**src/rtl/sram_arbiter_pkg.sv**
```systemverilog
// sram_arbiter_pkg: shared FSM state and read/write encodings for the SRAM arbiter
package sram_arbiter_pkg;

    typedef enum logic [1:0] {
        ST_IDLE = 2'd0,
        ST_BUSY = 2'd1,
        ST_RESP = 2'd2
    } state_t;

    localparam logic RW_WRITE = 1'b1;
    localparam logic RW_READ  = 1'b0;

endpackage

```
**src/rtl/sram_arbiter_arb_rr2.sv**
```systemverilog
// arb_rr2: combinational 2-way picker with a registered round-robin pointer
module arb_rr2
    import sram_arbiter_pkg::*;
#(
    parameter int FIXED_PRIO = 0
) (
    input  logic       clk,
    input  logic       rst,
    input  logic [1:0] req_i,
    input  logic       adv_i,
    input  logic       last_i,
    output logic       win_o,
    output logic       valid_o
);

    logic ptr_q, ptr_d;

    // pointer moves to the port that did not win when a transaction retires
    always_comb ptr_d = adv_i ? ~last_i : ptr_q;

    // pointer register, favours port 0 out of reset
    always_ff @(posedge clk) begin
        if (rst) ptr_q <= 1'b0;
        else     ptr_q <= ptr_d;
    end

    // lone requester wins; on contention the pointer (or port 0 in fixed mode) decides
    always_comb begin
        win_o   = (req_i == 2'b10) ? 1'b1 :
                  (req_i == 2'b11) ? ((FIXED_PRIO != 0) ? 1'b0 : ptr_q) : 1'b0;
        valid_o = |req_i;
    end

endmodule

```
**src/rtl/sram_arbiter.sv**
```systemverilog
// sram_arbiter: shares one EXT_SRAM request port between two masters with a watchdog
module sram_arbiter
    import sram_arbiter_pkg::*;
#(
    parameter int ADDR_W     = 32,
    parameter int DATA_W     = 16,
    parameter int TIMEOUT    = 255,
    parameter int TO_W       = 8,
    parameter int FIXED_PRIO = 0
) (
    input  logic              clk,
    input  logic              rst,
    input  logic              p0_req,
    input  logic              p0_rw,
    input  logic [ADDR_W-1:0] p0_addr,
    input  logic [DATA_W-1:0] p0_dtw,
    output logic [DATA_W-1:0] p0_dtr,
    output logic              p0_done,
    output logic              p0_err,
    input  logic              p1_req,
    input  logic              p1_rw,
    input  logic [ADDR_W-1:0] p1_addr,
    input  logic [DATA_W-1:0] p1_dtw,
    output logic [DATA_W-1:0] p1_dtr,
    output logic              p1_done,
    output logic              p1_err,
    output logic              mem_valid,
    output logic              mem_rw,
    output logic [ADDR_W-1:0] mem_addr,
    output logic [DATA_W-1:0] mem_dtw,
    input  logic [DATA_W-1:0] mem_dtr,
    input  logic              mem_done,
    output logic              busy,
    output logic              grant
);

    state_t            state_q, state_d;
    logic              mem_valid_q, mem_valid_d;
    logic              mem_rw_q, mem_rw_d;
    logic [ADDR_W-1:0] mem_addr_q, mem_addr_d;
    logic [DATA_W-1:0] mem_dtw_q, mem_dtw_d;
    logic [DATA_W-1:0] dtr0_q, dtr0_d, dtr1_q, dtr1_d, cap;
    logic              done0_q, done0_d, done1_q, done1_d;
    logic              err0_q, err0_d, err1_q, err1_d;
    logic              busy_q, busy_d, grant_q, grant_d;
    logic [TO_W-1:0]   wd_q, wd_d;
    logic              win, win_v, adv, expired;

    arb_rr2 #(.FIXED_PRIO(FIXED_PRIO)) u_arb (
        .clk     (clk),
        .rst     (rst),
        .req_i   ({p1_req, p0_req}),
        .adv_i   (adv),
        .last_i  (grant_q),
        .win_o   (win),
        .valid_o (win_v)
    );

    assign expired = (wd_q == TO_W'(TIMEOUT - 1));

    // next-state and registered-output logic; everything holds unless the state says otherwise
    always_comb begin
        state_d     = state_q;
        mem_valid_d = mem_valid_q;
        mem_rw_d    = mem_rw_q;
        mem_addr_d  = mem_addr_q;
        mem_dtw_d   = mem_dtw_q;
        grant_d     = grant_q;
        wd_d        = wd_q;
        dtr0_d      = dtr0_q;
        dtr1_d      = dtr1_q;
        done0_d     = 1'b0;
        done1_d     = 1'b0;
        err0_d      = 1'b0;
        err1_d      = 1'b0;
        adv         = 1'b0;
        cap         = mem_done ? mem_dtr : '0;
        case (state_q)
            ST_IDLE: if (win_v) begin
                state_d     = ST_BUSY;
                grant_d     = win;
                mem_valid_d = 1'b1;
                mem_rw_d    = win ? p1_rw : p0_rw;
                mem_addr_d  = win ? p1_addr : p0_addr;
                mem_dtw_d   = win ? p1_dtw : p0_dtw;
                wd_d        = '0;
            end
            ST_BUSY: if (mem_done || expired) begin
                state_d     = ST_RESP;
                mem_valid_d = 1'b0;
                dtr0_d      = grant_q ? dtr0_q : cap;
                dtr1_d      = grant_q ? cap : dtr1_q;
                done0_d     = ~grant_q;
                done1_d     = grant_q;
                err0_d      = ~grant_q & ~mem_done;
                err1_d      = grant_q & ~mem_done;
            end else begin
                wd_d = wd_q + 1'b1;
            end
            ST_RESP: begin
                state_d = ST_IDLE;
                adv     = (FIXED_PRIO == 0);
            end
            default: state_d = ST_IDLE;
        endcase
        busy_d = (state_d != ST_IDLE);
    end

    // state and output registers, all cleared by synchronous reset
    always_ff @(posedge clk) begin
        if (rst) begin
            state_q     <= ST_IDLE;
            mem_valid_q <= 1'b0;
            mem_rw_q    <= RW_READ;
            mem_addr_q  <= '0;
            mem_dtw_q   <= '0;
            grant_q     <= 1'b0;
            wd_q        <= '0;
            dtr0_q      <= '0;
            dtr1_q      <= '0;
            done0_q     <= 1'b0;
            done1_q     <= 1'b0;
            err0_q      <= 1'b0;
            err1_q      <= 1'b0;
            busy_q      <= 1'b0;
        end else begin
            state_q     <= state_d;
            mem_valid_q <= mem_valid_d;
            mem_rw_q    <= mem_rw_d;
            mem_addr_q  <= mem_addr_d;
            mem_dtw_q   <= mem_dtw_d;
            grant_q     <= grant_d;
            wd_q        <= wd_d;
            dtr0_q      <= dtr0_d;
            dtr1_q      <= dtr1_d;
            done0_q     <= done0_d;
            done1_q     <= done1_d;
            err0_q      <= err0_d;
            err1_q      <= err1_d;
            busy_q      <= busy_d;
        end
    end

    assign mem_valid = mem_valid_q;
    assign mem_rw    = mem_rw_q;
    assign mem_addr  = mem_addr_q;
    assign mem_dtw   = mem_dtw_q;
    assign p0_dtr    = dtr0_q;
    assign p1_dtr    = dtr1_q;
    assign p0_done   = done0_q;
    assign p1_done   = done1_q;
    assign p0_err    = err0_q;
    assign p1_err    = err1_q;
    assign busy      = busy_q;
    assign grant     = grant_q;

endmodule
```
**config.mk**
```make
export PLATFORM = sky130hd
export DESIGN_NAME = sram_arbiter
export DESIGN_NICKNAME = d
export VERILOG_FILES = /design/src/rtl/sram_arbiter_pkg.sv /design/src/rtl/sram_arbiter_arb_rr2.sv /design/src/rtl/sram_arbiter.sv
export SDC_FILE = /design/constraint.sdc
export NUM_CORES = 1
export LEC_CHECK = 0
export CORE_UTILIZATION = 43
export DETAILED_ROUTE_END_ITERATION = 10
export PLACE_DENSITY = 0.86
export SETUP_SLACK_MARGIN = 0.02
export SLEW_MARGIN = 20
export SYNTH_ARGS = -nofsm -noshare
export SYNTH_HDL_FRONTEND = slang
export SYNTH_HIERARCHICAL = 1
export SYNTH_SLANG_ARGS = --single-unit
```
**constraint.sdc**
```tcl
create_clock -name clk -period 4.2 [get_ports clk]
set_input_delay 0.42 -clock clk [delete_from_list [all_inputs] [get_ports clk]]
set_output_delay 0.42 -clock clk [all_outputs]
set_load 0.005 [all_outputs]
```
==> out/qor.yml <==
status: "finished, violations left"
failed_checks: "DRC"
initial_core_util: 0.452
clock_latency_ns: 0.35
drtPass1Iterations: 10
cts_tree: "yes"
antenna_cells: 0
vias_per_cell: 5.41
hold_viol: 0
pre_cts_ws_ns: 1.81
worst_path_largest_cell_delay_ns: 0.63
synth_top_area_cell: "dfxtp_1"
antenna_found_initial: 0
synthFlopType: "dfxtp_1"
cts.htree.levels: 3
timing.slew.headroom: 0.463
synth_top_area_frac: 0.495
grt_pass1_wl_um: 17600
synth_seq_cells: 99
ir_worst_vdd_uv: 196
cts_hold_buf: 0
synth-seq-area-share: 0.495
rsz0062_at_grt: "no"
setup_viol: 0
tns_ns: 0
critPathKind: "in2reg"
rows: 34
finalNetCount: 690
synthDistinctLibCells: 38
slew_violations: 0
critPathSlowestCell: "buf_4"
period_needed_ns: 1.95
period_share: 0.465
worst_pin_slew_ns: 0.805
fin_ws_ns: 2.25
numPlacedInstances: 666
cts_resized: 0
area_growth_syn_to_layout_pct: 57.6
async_flop_share: 0
grt_max_degree: 68
grt_overflow: 0
ios: 207
die-area_um2: 9700
mostFrequentLayoutCells: "clkdlybuf4s50_1, dfxtp_1, nor2_1"
synth_cells: 381
avgSynthCellArea_um2: 10.5
crit_path_cell_trace: "clkdlybuf4s50_1 -> a21boi_4 -> buf_4 -> mux2i_1 -> a211oi_1"
skew_ns: 0.00964
postRouteAntennaNets: 0
p_per_area_nw_per_um2: 342
layout_commonest_cell: "clkdlybuf4s50_1"
cp-end-kind: "flop"
synth_area_um2: 4000
stdcell_count: 682
timing.fmax_ghz: 0.513
routedWlPerCell_um: 15.8
gr-usage-all-layers: 0.225
cts_buffers: 9
synthTopCellsByArea: "dfxtp_1, mux2i_1, a211oi_1"
p_leak_nw: 2.33
grt_pass1_vias: 3719
synth_nets: 502
routed_wl_um: 10800
drc_errors: 11
drive_gt1_frac: 0.0679
cts.sinks: 99
min_path_type: "reg2reg"
cts.clk_slew.worst_paths_ns: 0.10
die-width_um: 98.5
cts_setup_buffers: 0
yosys_warnings: 6
vias: 3691
die_h_um: 98.5
core_um2: 8850
cp_max_fo: 50
place_congestion: 0.766
clockBufferDepth: 2
p_total_mw: 2.16
dr.first_iter.drc_count: 124
synth_edf_count: 0
cap_viol_max_count: 0
crit_required_ns: 4.46
dp_hpwl_um: 8170
cts_root_buf: "clkbuf_8"
port-buffer-count: 206
worstPathArrival_ns: 2.21
crit_path_start_kind: "primary input"
-- cell type report --
class,instances,area (um2)
clock buffer,9,124
clock inverter,7,86.3
fill,668,2540
inverter,5,18.8
multi-input combinational,244,1870
sequential,99,1980
tap,108,135
timing repair buffer,210,2090
-- critical path, delay by kind of cell --
kind                   cells  cell delay (ns)
AOI/OAI and AO/OA          2             0.45
muxes                      1             0.18
buffers and inverters      2             1.11
-- cell families after synthesis --
logic type,synth area share
AOI/OAI and AO/OA,0.218
adders and majority gates,0.00625
buffers and inverters,0.0428
DFF,0.495
muxes,0.128
and+or+nand+nor,0.110
-- cells in the mapped netlist (2+ instances only) --
cell type	n
a41oi_1	2
ha_1	2
dfxtp_1	99
inv_1	5
buf_2	14
a31oi_1	3
a211oi_2	2
a211oi_1	49
nor2_1	58
and3_1	4
mux2i_1	49
nand3_1	3
nor2_4	2
nor2b_1	2
nand2_1	7
mux2_2	2
a21oi_4	3
a211o_1	2
or3_1	2
clkbuf_1	17
a21oi_1	3
a32o_1	32
nor3_1	4
-- state kept, by name, summed over array words and instances (netlist names), 2 cells and up --
register  cells
mem_addr     32
mem_dtw      16
p0_dtr       16
p1_dtr       16
state_q       2
wd_q          8
-- power breakdown --
| group | total, mW | leakage (nW) | switching (mW) | internal, mW |
|---|---|---|---|---|
| logic | 0.480 | 1.41 | 0.193 | 0.287 |
| registers | 1.05 | 0.813 | 0.0387 | 1.01 |
| clock network | 0.630 | 0.103 | 0.343 | 0.287 |
-- final timing paths --
kind | from | end | slack, ns | cells past startpoint
max | p1_req | mem_addr[0] | 2.25 | 5
min | p0_dtr[14] | p0_dtr[14] | 0.47 | 1
max reg2reg | state_q[0] | p0_dtr[13] | 2.37 | 4
min reg2reg | p0_dtr[14] | p0_dtr[14] | 0.47 | 1
-- routing by layer --
metal,vias up,GRT usage,share of wire
li1,1804,-,-
met1,1721,0.255,0.39
met2,150,0.410,0.51
met3,16,0.0603,0.086
met4,0,0.0723,0.017
met5,-,0,0
-- stage by stage --
step | utilization | hold WS (ns) | cell area (um2)
final | 0.713 | 0.474 | 6310
after global routing | 0.713 | 0.497 | 6310
after CTS | 0.712 | 0.476 | 6300
after detailed placement | 0.688 | 0.454 | 6090
after global placement | 0.688 | 0.447 | 6090
after floorplan | - | 0.448 | 4000
No activity file was read; power rests on OpenSTA's default activity.
